==> config.mk <==
export PLATFORM = sky130hd
export DESIGN_NAME = cache_line_refill
export DESIGN_NICKNAME = d
export VERILOG_FILES = /design/src/rtl/cache_line_refill.sv
export SDC_FILE = /design/constraint.sdc
export NUM_CORES = 1
export LEC_CHECK = 0
export ABC_AREA = 1
export CORE_MARGIN = 2
export CORE_UTILIZATION = 45
export CTS_BUF_LIST = sky130_fd_sc_hd__clkbuf_16
export DETAILED_ROUTE_END_ITERATION = 8
export GPL_ROUTABILITY_DRIVEN = 0
export PLACE_DENSITY = 0.71
export SETUP_SLACK_MARGIN = 0.3
export SYNTH_ARGS = -nofsm -noshare
export SYNTH_HDL_FRONTEND = slang
export SYNTH_SLANG_ARGS = --single-unit
==> constraint.sdc <==
create_clock -name clk -period 2.6 [get_ports clk]
set_clock_uncertainty 0.05 [all_clocks]
set_input_delay 0.52 -clock clk [delete_from_list [all_inputs] [get_ports clk]]
set_output_delay 0.52 -clock clk [all_outputs]
set_load 0.02 [all_outputs]
==> src/rtl/cache_line_refill.sv <==
// Cache miss handler: optional word-by-word writeback of a dirty victim line,
// then a word-by-word fill of the missing line, finishing with a done pulse.
package cache_pkg;
    typedef enum logic {LW = 1'b0, SW = 1'b1} lsu_ops;
endpackage

module cache_line_refill
    import cache_pkg::*;
#(
    parameter int data           = 32,
    parameter int words_per_line = 4
) (
    input  logic                           clk,
    input  logic                           rst,
    input  logic                           miss_req,
    input  logic [31:0]                    miss_addr,
    input  logic                           victim_dirty,
    input  logic [31:0]                    victim_addr,
    input  logic [data*words_per_line-1:0] victim_line,
    output logic                           busy,
    output logic                           done,
    output logic [data*words_per_line-1:0] fill_line,
    output logic                           mem_req,
    output lsu_ops                         lsu_operator,
    output logic [31:0]                    address,
    output logic [data-1:0]                write_data_int,
    input  logic                           mem_ready,
    input  logic [data-1:0]                dram_data_out
);
    localparam int KW                = $clog2(words_per_line);
    localparam int LINE_W            = data * words_per_line;
    localparam logic [31:0] LINE_MASK = ~32'(words_per_line - 1);
    localparam logic [KW-1:0] K_LAST  = KW'(words_per_line - 1);

    typedef enum logic [2:0] {S_IDLE, S_WB, S_FILL_REQ, S_FILL_CAP, S_DONE} state_t;

    state_t            state_reg, state_next;
    logic [KW-1:0]     k_reg, k_next;
    logic [31:0]       miss_line_reg, miss_line_next;
    logic [31:0]       victim_base_reg, victim_base_next;
    logic [LINE_W-1:0] victim_data_reg, victim_data_next;
    logic              busy_reg, busy_next;
    logic              done_reg, done_next;
    logic              mem_req_reg, mem_req_next;
    lsu_ops            op_reg, op_next;
    logic [31:0]       address_reg, address_next;
    logic [data-1:0]   wdata_reg, wdata_next;
    logic [LINE_W-1:0] fill_line_reg, fill_line_next;
    logic              fill_we;
    logic              accept;
    logic [data-1:0]   victim_word [words_per_line];

    assign accept = mem_req_reg && mem_ready;

    // Line bases are stored with their low bits cleared so word k's address is base | k.
    genvar gi;
    generate
        for (gi = 0; gi < words_per_line; gi++) begin : g_words
            assign victim_word[gi] = victim_data_reg[gi*data +: data];
            assign fill_line_next[gi*data +: data] =
                (fill_we && k_reg == KW'(gi)) ? dram_data_out : fill_line_reg[gi*data +: data];
        end
    endgenerate

    always_comb begin
        state_next       = state_reg;
        k_next           = k_reg;
        miss_line_next   = miss_line_reg;
        victim_base_next = victim_base_reg;
        victim_data_next = victim_data_reg;
        mem_req_next     = mem_req_reg;
        op_next          = op_reg;
        address_next     = address_reg;
        wdata_next       = wdata_reg;
        done_next        = 1'b0;
        fill_we          = 1'b0;
        case (state_reg)
            S_IDLE: begin
                if (miss_req) begin
                    miss_line_next   = miss_addr & LINE_MASK;
                    victim_base_next = victim_addr & LINE_MASK;
                    victim_data_next = victim_line;
                    k_next           = '0;
                    mem_req_next     = 1'b1;
                    if (victim_dirty) begin
                        state_next   = S_WB;
                        op_next      = SW;
                        address_next = victim_addr & LINE_MASK;
                        wdata_next   = victim_line[data-1:0];
                    end else begin
                        state_next   = S_FILL_REQ;
                        op_next      = LW;
                        address_next = miss_addr & LINE_MASK;
                    end
                end
            end
            S_WB: begin
                if (accept) begin
                    if (k_reg == K_LAST) begin
                        state_next   = S_FILL_REQ;
                        k_next       = '0;
                        op_next      = LW;
                        address_next = miss_line_reg;
                    end else begin
                        k_next       = k_reg + KW'(1);
                        address_next = victim_base_reg | 32'(k_next);
                        wdata_next   = victim_word[k_next];
                    end
                end
            end
            S_FILL_REQ: begin
                if (accept) begin
                    state_next   = S_FILL_CAP;
                    mem_req_next = 1'b0;
                end
            end
            S_FILL_CAP: begin
                fill_we = 1'b1;
                if (k_reg == K_LAST) begin
                    state_next = S_DONE;
                    done_next  = 1'b1;
                end else begin
                    state_next   = S_FILL_REQ;
                    k_next       = k_reg + KW'(1);
                    mem_req_next = 1'b1;
                    address_next = miss_line_reg | 32'(k_next);
                end
            end
            S_DONE: begin
                state_next = S_IDLE;
            end
            default: begin
                state_next   = S_IDLE;
                mem_req_next = 1'b0;
            end
        endcase
        busy_next = (state_next != S_IDLE);
    end

    always_ff @(posedge clk) begin
        if (rst) begin
            state_reg       <= S_IDLE;
            k_reg           <= '0;
            miss_line_reg   <= '0;
            victim_base_reg <= '0;
            victim_data_reg <= '0;
            busy_reg        <= 1'b0;
            done_reg        <= 1'b0;
            mem_req_reg     <= 1'b0;
            op_reg          <= LW;
            address_reg     <= '0;
            wdata_reg       <= '0;
            fill_line_reg   <= '0;
        end else begin
            state_reg       <= state_next;
            k_reg           <= k_next;
            miss_line_reg   <= miss_line_next;
            victim_base_reg <= victim_base_next;
            victim_data_reg <= victim_data_next;
            busy_reg        <= busy_next;
            done_reg        <= done_next;
            mem_req_reg     <= mem_req_next;
            op_reg          <= op_next;
            address_reg     <= address_next;
            wdata_reg       <= wdata_next;
            fill_line_reg   <= fill_line_next;
        end
    end

    assign busy           = busy_reg;
    assign done           = done_reg;
    assign fill_line      = fill_line_reg;
    assign mem_req        = mem_req_reg;
    assign lsu_operator   = op_reg;
    assign address        = address_reg;
    assign write_data_int = wdata_reg;
endmodule

After elaboration in Yosys (flattened, before gate mapping)
Index checks and enable logic that the tools add are counted.
W data, S select, Z words.

word-level totals
  flip-flop bits (word level) = 389
  logic and storage cells = 90
  output and inout bits = 196
  bits of input ports = 229

cells by class
  add/sub/neg operators = 1
  reduce and logical (&&, ||, !) cells = 17
  mux-type cells = 37
  $lt $le $gt $ge = 1
  bitwise operators = 5
  equality and inequality tests = 14

operators by type and width
  operator              count
  $mux W32              11
  $pmux W32 S3          1
  $bmux W32 S2          1
  $or A32 B2 Y32        2
  $pmux W32 S2          1
  $mux W3               5
  $ne A2 B2 Y1 const B  7
  $pmux W3 S4           1
  $reduce_and A4 Y1     3
  $mux W2               5
  $mux W1               9
  $eq A3 B2 Y1 const B  2
  $pmux W2 S3           1
  $reduce_bool A3 Y1    2
  $logic_and A1 B1 Y1   5
  $reduce_and A5 Y1     1
  $eq A2 B2 Y1 const B  2
  $pmux W1 S4           1
  $reduce_or A2 Y1      2
  $eq A3 B1 Y1 const B  1
  $eq A3 B3 Y1 const B  1
  $ge A3 B3 Y1 const B  1
  $logic_not A3 Y1      1
  $not A2 Y3            1
  7 further kinds       8

Logic depth before layout (Yosys ltp)
Gate-level depths: netlist of run 1.

  word-level depth = 8
  mapped depth = 12
  mapped depth without buffers = 10

Worst setup path before layout of run 1
Ideal clock, no wire load.

  path type = register -> register
  from = reg k_reg[0]
  to = reg wdata_reg[11] (netlist: write_data_int[11])
  path buffers = 3
  cell stages (with the launch flop) = 13
  library setup time = 0.064 ns
  period minus slack after synthesis = 2.145 ns
  required time = 2.486 ns
  path slack = 0.455 ns
  arrival = 2.031 ns
  cells stage by stage = dfxtp_1 inv_1 clkbuf_1 ha_1 clkbuf_1 inv_1 buf_1 nand3_1 nand2_1 nand2_1 nand2_1 nor2_1 nor2_1

on the way
  longest elaborated chain between the ends = 8
  elaborated cells between the ends (all ways) = 11
  those cells by class = add/sub: 1; eq/ne: 2; mux: 6; bitwise: 1; reduce/logical: 1

ends and longest elaborated chain
  what                                         RTL line  source
  from (decl)                                  38        logic [KW-1:0] k_reg, k_next;
  from (signal assigned)                       156       k_reg <= k_next;
  $add A2 B1 Y2                                105       k_next = k_reg + KW'(1);
  $not A2 Y3 (not written as such)             107       wdata_next = victim_word[k_next];
  $bmux W32 S2                                 107
  $mux W32 (not written as such) (2 in a row)  107
  $mux W32                                     99        if (k_reg == K_LAST) begin
  $mux W32                                     98        if (accept) begin
  $pmux W32 S2                                 77        case (state_reg)
  to (signal assigned)                         165       wdata_reg <= wdata_next;
  to (decl)                                    47        logic [data-1:0] wdata_reg, wdata_next;

Several ways; a longest one is shown, not always the timed one. The select of a mux whose other input is x is not followed.
A chain may end at the register's enable or synchronous reset.

Worst setup path after layout of run 1
  from = reg state_reg[0]
  to = reg fill_line_reg[14] (netlist: fill_line[14])

on the way
  longest elaborated chain between the ends = 3

ends and longest elaborated chain
  what                    RTL line  source
  from (decl)             37        state_t state_reg, state_next;
  from (signal assigned)  155       state_reg <= state_next;
  $eq A3 B2 Y1            77
  $mux W1                 77
  $logic_and A1 B1 Y1     61        (fill_we && k_reg == KW'(gi)) ? dram_data_out : fill_line_reg[gi*data +: data];
  to (signal assigned)    166       fill_line_reg <= fill_line_next;
  to (decl)               48        logic [LINE_W-1:0] fill_line_reg, fill_line_next;

Every way passes these cells.

==> summary.md, run 1 <==
| Metric | Value |
|---|---|
| Outcome | finished, final reports clean |
| Final non-filler cell area | 22400 sq um |
| Number of max-cap violations | 0 |
| Number of synthesis warnings | 0 |
| Total clock sinks | 387 |
| Number of different library cells in the post-synthesis netlist | 20 |
| Final hold violation count | 0 |
| Setup violations, final | 0 |
| Post-synthesis instance area | between 15000 and 20000 sq um |
| Part of the cycle the worst path needs | 0.828 |
| Critical path's top delay family | simple AND/OR/NAND/NOR gates |
| Reported leakage power | just over 9 nW |
| Post-route ant nets | 0 |
| Final cell utilization of the core | 0.616 |
| Kind of end point of the critical path | flip-flop |
| Final setup slack of the worst path | 0.448 ns |
| Worst hold margin | 0.396 ns |
| Setup Total Neg Slack | 0 ns |
| Most used cell, CP | sky130_fd_sc_hd__nand2_1 |
| Stage delay of the slowest cell on the critical path | 0.41 ns |
| Cell count after synthesis | 2424 |
| Kind of start point of the critical path | flip-flop |
| Area growth from synthesis to layout | 35.5% |
| Detailed route wirelength on metal3 | 5140 um |
| R2R Path Start | state_reg[0]$_SDFF_PP0_ |
| Number of antenna violations at the first check in global routing | 20 |
| Sequential-to-total area share from yosys stat | 0.468 |
| Die Wd | 196 um |
| Wire length of the first global-routing pass | 90200 um |
| Worst slew margin relative to its limit | 0.423 |
| Top routing layer used | met5 |
| Number of top-level design ports | 425 |
| DP Wirelength | 38500 um |
| Vias in the first global route | 16400 |
| Total detailed-routing wirelength | 57500 um |
| Final total power | between 15 and 20 mW |
| TritonCTS clock tree | done |
| Row cnt | 70 |
| CTS clock-pin slew for the worst setup and hold paths | roughly 0.060 ns |
| Syn_nets | between 2000 and 3000 |
| Number of port buffers | 420 |
| Slew at the pin closest to its max-slew limit | 0.863 ns |
| Worst IR drop on VDD | 0.470 mV |
| Die area | about 38000 sq um |
| Pre-CTS worst setup slack | about 0.27 ns |
| Clock Path Buffers | 3 |
| Layout cells sized above 1 | 0.0407 |
| Start point of the worst hold path | victim_base_reg[7]$_SDFFE_PP0P_ |
| Core area | approximately 36000 sq um |
| HP Class | reg2reg |
| Metal-1 WL | 22100 um |
| Clock latency on the worst-skew pair | approximately 0.53 ns |
| Routed via count divided by cell count | 5.25 |
| # H-tree levels | 2 |
| Critical path data required time | approximately 2.9 ns |
| Vertical die dimension | 196 um |
| Root cell of the clock tree | sky130_fd_sc_hd__clkbuf_16 |
| Met2 Routed Length | 27000 um |
| Cell Chain, Critical Path | nand2_2, nor2_4, buf_16, nand2_1, buf_4, nand2_1, a21oi_1 |
| Final cell count without fillers | 3263 |
| Grt total ovfl | 0 |
| Number of iterations in the first detailed-routing pass | 6 |
| First DRT Iteration DRCs | 1133 |
| Placed cell area | around 21000 sq um |
| Mean routed wirelength per cell | 17.6 um |
| Number of cells after detailed placement | 3170 |
| Average size of a mapped cell | 6.83 sq um |
| Highest Clock Rate | about 0.46 GHz |
| Number of flip-flops and latches in the synthesized netlist | ~390 |
| Aggregate global-route resource usage | 0.294 |
| Detailed-route via count | 17100 |
| Setup repair after global routing missed its margin | no |
| Count of final max-slew check failures | 0 |
| Power density over the cells | between 800 and 900 nW/um^2 |
| Arrival @ worst endpoint | 2.48 ns |
| # hold bufs at CTS | 0 |
| Kind of critical path | reg2reg |
| Largest driver fanout on the critical path | 113 |
| Number of buffers inserted during clock tree synthesis | 42 |
| Crit path launch | state_reg[0]$_SDFF_PP0_ |
| Initial cell density of the core | 0.454 |
| Number of buffer and inverter stages on the critical path | 2 |
| Number of nets in the finished design | 2979 |
| Remaining routing DRC violations | 0 |
| Critical-path top delay cell | sky130_fd_sc_hd__dfxtp_1 |
| Pin count of the biggest net entering global routing | 156 |
| Post-route minimum period | 2.15 ns |
cells in the final DEF (no fill, tap or decap), types with 2 or more instances in the layout:
cell type / netlist / final
sky130_fd_sc_hd__bufinv_16: 0 / 5
sky130_fd_sc_hd__o21ai_0: 199 / 199
sky130_fd_sc_hd__clkbuf_16: 0 / 43
sky130_fd_sc_hd__clkdlybuf4s50_1: 0 / 417
sky130_fd_sc_hd__buf_12: 0 / 10
sky130_fd_sc_hd__inv_6: 0 / 3
sky130_fd_sc_hd__ha_1: 4 / 3
sky130_fd_sc_hd__nand2_2: 2 / 2
sky130_fd_sc_hd__buf_4: 3 / 31
sky130_fd_sc_hd__nand4_1: 2 / 2
sky130_fd_sc_hd__o211ai_1: 20 / 20
sky130_fd_sc_hd__nand2_1: 731 / 730
sky130_fd_sc_hd__clkinv_2: 0 / 6
sky130_fd_sc_hd__a21oi_1: 330 / 330
sky130_fd_sc_hd__nor2_1: 116 / 116
sky130_fd_sc_hd__clkinv_1: 0 / 10
sky130_fd_sc_hd__diode_2: 0 / 17
sky130_fd_sc_hd__nand3_1: 188 / 188
sky130_fd_sc_hd__dfxtp_1: 387 / 386
sky130_fd_sc_hd__inv_1: 220 / 228
sky130_fd_sc_hd__nor2_4: 1 / 2
sky130_fd_sc_hd__o21ai_1: 33 / 33
sky130_fd_sc_hd__inv_2: 4 / 5
synth_stat cells:
cell type / instances / area [sq um]
sky130_fd_sc_hd__buf_4: 3 / 22.5
sky130_fd_sc_hd__buf_2: 63 / 315
sky130_fd_sc_hd__nand3_1: 188 / 941
sky130_fd_sc_hd__nor2_2: 2 / 12.5
sky130_fd_sc_hd__nor3_1: 1 / 5.00
sky130_fd_sc_hd__o211ai_1: 20 / 150
sky130_fd_sc_hd__dfxtp_1: 387 / 7750
sky130_fd_sc_hd__ha_1: 4 / 50.1
sky130_fd_sc_hd__o21ai_0: 199 / 996
sky130_fd_sc_hd__o21ai_1: 33 / 165
sky130_fd_sc_hd__nand2_1: 731 / 2740
sky130_fd_sc_hd__nand2_2: 2 / 12.5
sky130_fd_sc_hd__inv_2: 4 / 15.0
sky130_fd_sc_hd__clkbuf_1: 110 / 413
sky130_fd_sc_hd__nor2_1: 116 / 435
sky130_fd_sc_hd__a21oi_1: 330 / 1650
sky130_fd_sc_hd__inv_1: 220 / 826
sky130_fd_sc_hd__buf_1: 8 / 30.0
sky130_fd_sc_hd__nor2_4: 1 / 11.3
sky130_fd_sc_hd__nand4_1: 2 / 12.5
worst register-to-register path: stages, from the launching register on:
cell	delay [ns]
sky130_fd_sc_hd__dfxtp_1	0.41
sky130_fd_sc_hd__nand2_2	0.29
sky130_fd_sc_hd__nor2_4	0.24
sky130_fd_sc_hd__buf_16	0.38
sky130_fd_sc_hd__nand2_1	0.18
sky130_fd_sc_hd__buf_4	0.25
sky130_fd_sc_hd__nand2_1	0.12
sky130_fd_sc_hd__a21oi_1	0.07
what timing repair did:
item	in CTS	in global routing
endpoints found under the setup margin	1	5
gates cloned	0	0
setup buffers	0	0
resized for setup	2	2
kinds of logic after synthesis:
logic type | share of synthesized area
AOI/OAI and AO/OA | 0.179
adders and majority gates | 0.00302
buffers and inverters | 0.0979
DFF | 0.468
and+or+nand+nor | 0.252
report_power, final:
| part | switching (mW) | internal [mW] | leakage (nW) |
|---|---|---|---|
| clock network | 2.40 | 3.49 | 0.702 |
| logic | 3.49 | 1.97 | 5.24 |
| registers | 0.307 | 6.66 | 3.17 |
| total | 6.20 | 12.1 | 9.12 |
per-layer routing:
metal  vias up  GRT usage
met4         6      0.159
met2       641      0.491
li1       8404          -
met3       155     0.0818
met1      7917      0.342
met5         -          0
worst paths after layout:
kind | slack (ns) | cells after the start | to
setup / recovery | 0.45 | 7 | fill_line[14]$_SDFFE_PP0P_
hold / removal | 0.40 | 2 | victim_base_reg[7]$_SDFFE_PP0P_
setup reg to reg | 0.45 | 7 | fill_line[14]$_SDFFE_PP0P_
hold reg to reg | 0.40 | 2 | victim_base_reg[7]$_SDFFE_PP0P_
final cells by class:
class                      instances  area [sq um]
multi-input combinational       1629          7200
clock buffer                      43          1080
antenna                           17          42.5
inverter                         224           846
clock inverter                    33           273
timing repair buffer             462          4670
tap                              468           586
fill                            3309         14000
sequential                       387          7750
Power figures use the tool's default switching activity.
==> run 2, diff against run 1 <==
==> constraint.sdc (replaced) <==
create_clock -name clk -period 2.02 [get_ports clk]
set_clock_uncertainty 0.05 [all_clocks]
set_input_delay 0.404 -clock clk [delete_from_list [all_inputs] [get_ports clk]]
set_output_delay 0.404 -clock clk [all_outputs]
set_load 0.02 [all_outputs]
==> summary.md, run 2 (synthesized netlist as in run 1, its figures left out) <==
| Metric | Value |
|---|---|
| Initial cell density of the core | 0.454 (unchanged) |
| Die area | 38300 sq um (unchanged) |
| Final hold violation count | 0 (unchanged) |
| Clock Path Buffers | 3 (unchanged) |
| Number of buffers inserted during clock tree synthesis | 42 (unchanged) |
| Internal power | 15.6 mW (+29%) |
| Root cell of the clock tree | sky130_fd_sc_hd__clkbuf_16 |
| Highest Clock Rate | 0.582 GHz |
| Most frequent standard cell in the layout excluding fill and tap cells | sky130_fd_sc_hd__nand2_1 |
| Setup violations, final | 0 (unchanged) |
| Number of buffer and inverter stages on the critical path | 2 (unchanged) |
| Remaining routing DRC violations | 0 (unchanged) |
| Number of antenna violations at the first check in global routing | 11 (-45%) |
| Aggregate global-route resource usage | 0.304 (+0.0103) |
| Worst slew margin relative to its limit | 0.539 (+0.115) |
| Area growth from synthesis to layout | 39.4% |
| Number of cells after detailed placement | 3191 (+0.66%) |
| Setup Total Neg Slack | 0 ns (unchanged) |
| Post-route minimum period | approximately 1.7 ns |
| CTS clock-pin slew for the worst setup and hold paths | 0.06 ns (about the same) |
| Number of port buffers | 420 (unchanged) |
| Largest driver fanout on the critical path | 7 (-94%) |
| # hold bufs at CTS | 0 (unchanged) |
| Slew at the pin closest to its max-slew limit | 0.692 ns (-0.171 ns) |
| Stage delay of the slowest cell on the critical path | 0.36 ns (-0.05 ns) |
| Proportion of total power due to net switching | 0.353 (+0.0142) |
| Clock network fraction of design power | 0.300 (-0.022) |
| Kind of end point of the critical path | output port |
| Grt total ovfl | 0 (unchanged) |
| Power density over the cells | 1040 nW/um^2 (+28%) |
| TritonCTS clock tree | done |
| Mean routed wirelength per cell | 18.6 um (+5.6%) |
| Vertical die dimension | 196 um (unchanged) |
| Count of final max-slew check failures | 0 (unchanged) |
| HP Class | in2reg |
| DP Wirelength | 39500 um (+2.4%) |
| Post-route ant nets | 0 (unchanged) |
| Cell Chain, Critical Path | buf_12, clkbuf_2 |
| Reported leakage power | 9.73 nW (+6.7%) |
| Kind of critical path | reg2out |
| Vias in the first global route | 16700 (+1.8%) |
| Arrival @ worst endpoint | 1.26 ns (-1.22 ns) |
| Wire length of the first global-routing pass | 91900 um (+1.9%) |
| Final cell count without fillers | 3299 (+1.1%) |
| Kind of start point of the critical path | flip-flop |
| Routed via count divided by cell count | 5.34 (+1.7%) |
| # H-tree levels | 2 (unchanged) |
| Logic pwr share | 0.327 (+0.029) |
| Detailed-route via count | 17600 (+2.8%) |
| Part of the cycle the worst path needs | 0.850 |
| Setup repair after global routing missed its margin | yes |
| Layout cells sized above 1 | 0.109 (+0.0685) |
| Placed cell area | 21300 sq um (+1.5%) |
| Fraction of power consumed by sequential logic | 0.373 (-0.008) |
| Switching Power | 8.50 mW (+37%) |
| Total detailed-routing wirelength | 61400 um (+6.8%) |
| Critical-path top delay cell | sky130_fd_sc_hd__dfxtp_4 |
| Row cnt | 70 (unchanged) |
| Number of max-cap violations | 0 (unchanged) |
| Number of iterations in the first detailed-routing pass | 5 (-1) |
| Number of top-level design ports | 425 (unchanged) |
| First DRT Iteration DRCs | 1198 (+5.7%) |
| Critical path data required time | 1.57 ns (-1.36 ns) |
| Die Wd | 196 um (unchanged) |
| Worst IR drop on VDD | 0.721 mV (+54%) |
| Total clock sinks | 387 (unchanged) |
| Outcome | finished, final reports clean |
| Number of nets in the finished design | 3023 (+1.5%) |
| Clock latency on the worst-skew pair | 0.58 ns (+0.05 ns) |
| Final non-filler cell area | 23100 sq um (+2.8%) |
| Critical path's top delay family | flip-flops |
| Pin count of the biggest net entering global routing | 156 (unchanged) |
| Core area | 36400 sq um (unchanged) |
| Final total power | 24.1 mW (+32%) |
| Most frequent cells in the layout | sky130_fd_sc_hd__nand2_1, sky130_fd_sc_hd__dfxtp_1, sky130_fd_sc_hd__a21oi_1 |
[run 2: cell count changes in the layout (fill, tap and decap cells not counted), moves of 7 or more]
cell                              previous run  this run
sky130_fd_sc_hd__clkdlybuf4s15_2             0        62
sky130_fd_sc_hd__buf_6                       1        12
sky130_fd_sc_hd__buf_12                     10        23
sky130_fd_sc_hd__clkdlybuf4s50_1           417       223
sky130_fd_sc_hd__clkbuf_16                  43        51
sky130_fd_sc_hd__clkdlybuf4s15_1             0        56
sky130_fd_sc_hd__buf_2                       0         7
sky130_fd_sc_hd__o21ai_0                   199       188
sky130_fd_sc_hd__o21ai_1                    33        44
sky130_fd_sc_hd__diode_2                    17         9
sky130_fd_sc_hd__clkbuf_2                    0        55
sky130_fd_sc_hd__dlygate4sd2_1               1        14
[run 2: power by group through the flow]
stage / sequential (mW) / combinational [mW] / clock [mW]
5_1_grt: 9.07 / 8.61 / 7.65
3_5_place_dp: 9.12 / 7.30 / 0
4_1_cts: 8.96 / 7.46 / 7.31
2_1_floorplan: 9.52 / 3.91 / 0
6_report: 8.98 / 7.89 / 7.22
3_3_place_gp: 9.09 / 7.20 / 0
[run 2: layout make-up]
cell class | instances | area [sq um]
Tap cell | 468 | 586
Clock inverter | 33 | 193
Sequential cell | 387 | 7760
Antenna cell | 9 | 22.5
Timing Repair Buffer | 506 | 5270
Fill cell | 3272 | 13400
Inverter | 224 | 853
Clock buffer | 43 | 1080
Multi-Input combinational cell | 1629 | 7320
[run 2: routing by layer]
| layer | part of all wire | GRT usage | routed length, um | vias up |
|---|---|---|---|---|
| met5 | 0.00059 | 0 | 36 | - |
| met4 | 0.042 | 0.130 | 2590 | 6 |
| li1 | - | - | - | 8486 |
| met2 | 0.49 | 0.526 | 30000 | 682 |
| met1 | 0.38 | 0.352 | 23300 | 8290 |
| met3 | 0.089 | 0.0860 | 5450 | 147 |
[run 2: worst paths after layout]
kind	start	to	slack, ns	cells after the start
hold / removal	rst	k_reg[0]$_SDFFE_PP0P_	0.20	4
setup / recovery	k_reg[0]$_SDFFE_PP0P_	address[0]	0.30	2
setup reg to reg	k_reg[0]$_SDFFE_PP0P_	write_data_int[21]$_SDFFE_PP0P_	0.32	9
hold reg to reg	victim_base_reg[28]$_SDFFE_PP0P_	victim_base_reg[28]$_SDFFE_PP0P_	0.39	2
[run 2: worst min-delay path, cell delays in order]
cell and delay [ns]:
sky130_fd_sc_hd__buf_4 0.12, sky130_fd_sc_hd__inv_6 0.12, sky130_fd_sc_hd__nand2_1 0.12, sky130_fd_sc_hd__nor2_1 0.03
[run 2: metrics by stage]
stage                     hold slack, ns   util  setup slack (ns)
after global routing               0.251  0.633             0.245
after global placement             0.383  0.586          -0.00672
final                              0.204  0.633             0.302
after CTS                          0.199  0.628            0.0949
after floorplan                    0.374      -             0.305
after detailed placement           0.390  0.586           -0.0843
[run 2: timing repair]
item / 4_1_cts / 5_1_grt
endpoints found under the setup margin: 331 / 351
gates resized for setup: 429 / 166
gates cloned: 6 / 8
setup buffers: 3 / 6
pin swaps: 3 / 8
==> patch: new RTL, flow settings as in run 2 <==
`data`: 32 -> 48.
--- a/src/rtl/cache_line_refill.sv
+++ b/src/rtl/cache_line_refill.sv
@@ -7,7 +7,7 @@
 module cache_line_refill
     import cache_pkg::*;
 #(
-    parameter int data           = 32,
+    parameter int data           = 48,
     parameter int words_per_line = 4
 ) (
     input  logic                           clk,
Ports: changed (resized dram_data_out, fill_line, victim_line and write_data_int); port bits go from 425 to 585. The function was not compared with the original's and may differ.
==> patch against run 2 <==
Cell count increased by 37%; sequential cell count increased by 144; fmax decreased by 4.4%; final area increased by 38%; synthesized area increased by 36%; utilization increased by 0.72 points; power increased by 49%; setup slack got worse by 0.079 ns; die area increased by 35%; routed wire length increased by 38%; critical path depth increased by 1; clock power increased by 36%; sequential share of layout area decreased by 0.24 points.
==> patch: results (changes against run 2) <==
[global_route]
grt_pass1_wl_mm = 123.6  ; was 91.88 mm
grt_use_met3_pct = 5.825  ; was 8.595%
grt_pass1_vias = 21220  ; was 16700
grt_max_degree = 77  ; was 156
grtUsageTotal_pct = 29.71  ; was 30.40%
antenna_found_initial = 9  ; was 11

[timing]
period_minus_slack_ns = 1.797  ; was 1.718 ns
holdWs_ns = 0.08764  ; was 0.2043 ns
worst_slew_pin_slew_ns = 0.4191  ; was 0.6920 ns

[power]
ir_drop_uv = 639.7  ; was 721.4 uV
seq_power_share_pct = 34.7  ; was 37.3%
p_leak_uw = 0.01338  ; was 0.009727 uW
powerComb_uw = 13600  ; was 7890 uW

[synth]
ys_types = 21  ; was 20
syn-num-nets = 3571  ; was 2657
synth_area_leaders = dfxtp_1, nand2_1, a21oi_1  ; unchanged
synth_common_cells = nand2_1, dfxtp_1, a21oi_1  ; unchanged

[worst_hold_path]
min_path_cells = 2  ; was 4
hold_end = fill_line[7]  ; was k_reg[0]

[outcome]
status = completed  ; unchanged

[worst_setup_path]
r2r-end = write_data_int[37]  ; was write_data_int[21]
reg2regPathDepth = 11  ; was 9

[placement]
placed_area_sq_mm = 0.02954  ; was 0.02135 sq mm
place_ws_ns = -0.05985  ; was -0.08433 ns
io_buffer_count = 580  ; was 420

[routing]
drt-initial-drc-count = 2153  ; was 1198
post_drt_wl_per_cell_microns = 18.77  ; was 18.61 microns

[clocking]
cts_made_buffers = 56  ; was 42

[final_layout]
drive_gt1_share_pct = 14.74  ; was 10.91%

patch: logic make-up (layout without fill, tap and decap cells):
| family | Yosys count | in the layout | share of synthesized area (%) |
|---|---|---|---|
| and+or+nand+nor | 1452 | 1453 | 26.01 |
| AOI/OAI and AO/OA | 773 | 773 | 17.74 |
| DFF | 531 | 531 | 47.18 |
| buffers and inverters | 498 | 1092 | 8.857 |
| adders and majority gates | 4 | 4 | 0.2221 |
| other | 0 | 5 | 0 |
patch: what timing repair did:
item,CTS,global route
setup endpoints to repair,481,500
setup buffers,12,20
pin swaps,2,13
resized for setup,903,195
gates cloned,5,20
patch: cell type report:
| cell class | count | area [sq um] |
|---|---|---|
| Clock buffer | 57 | 1426 |
| Antenna cell | 5 | 12.51 |
| Fill cell | 4462 | 17880 |
| Tap cell | 672 | 840.8 |
| Multi-Input combinational cell | 2230 | 10150 |
| Sequential cell | 531 | 10650 |
| Inverter | 240 | 923.4 |
| Timing Repair Buffer | 748 | 7592 |
| Clock inverter | 47 | 281.5 |
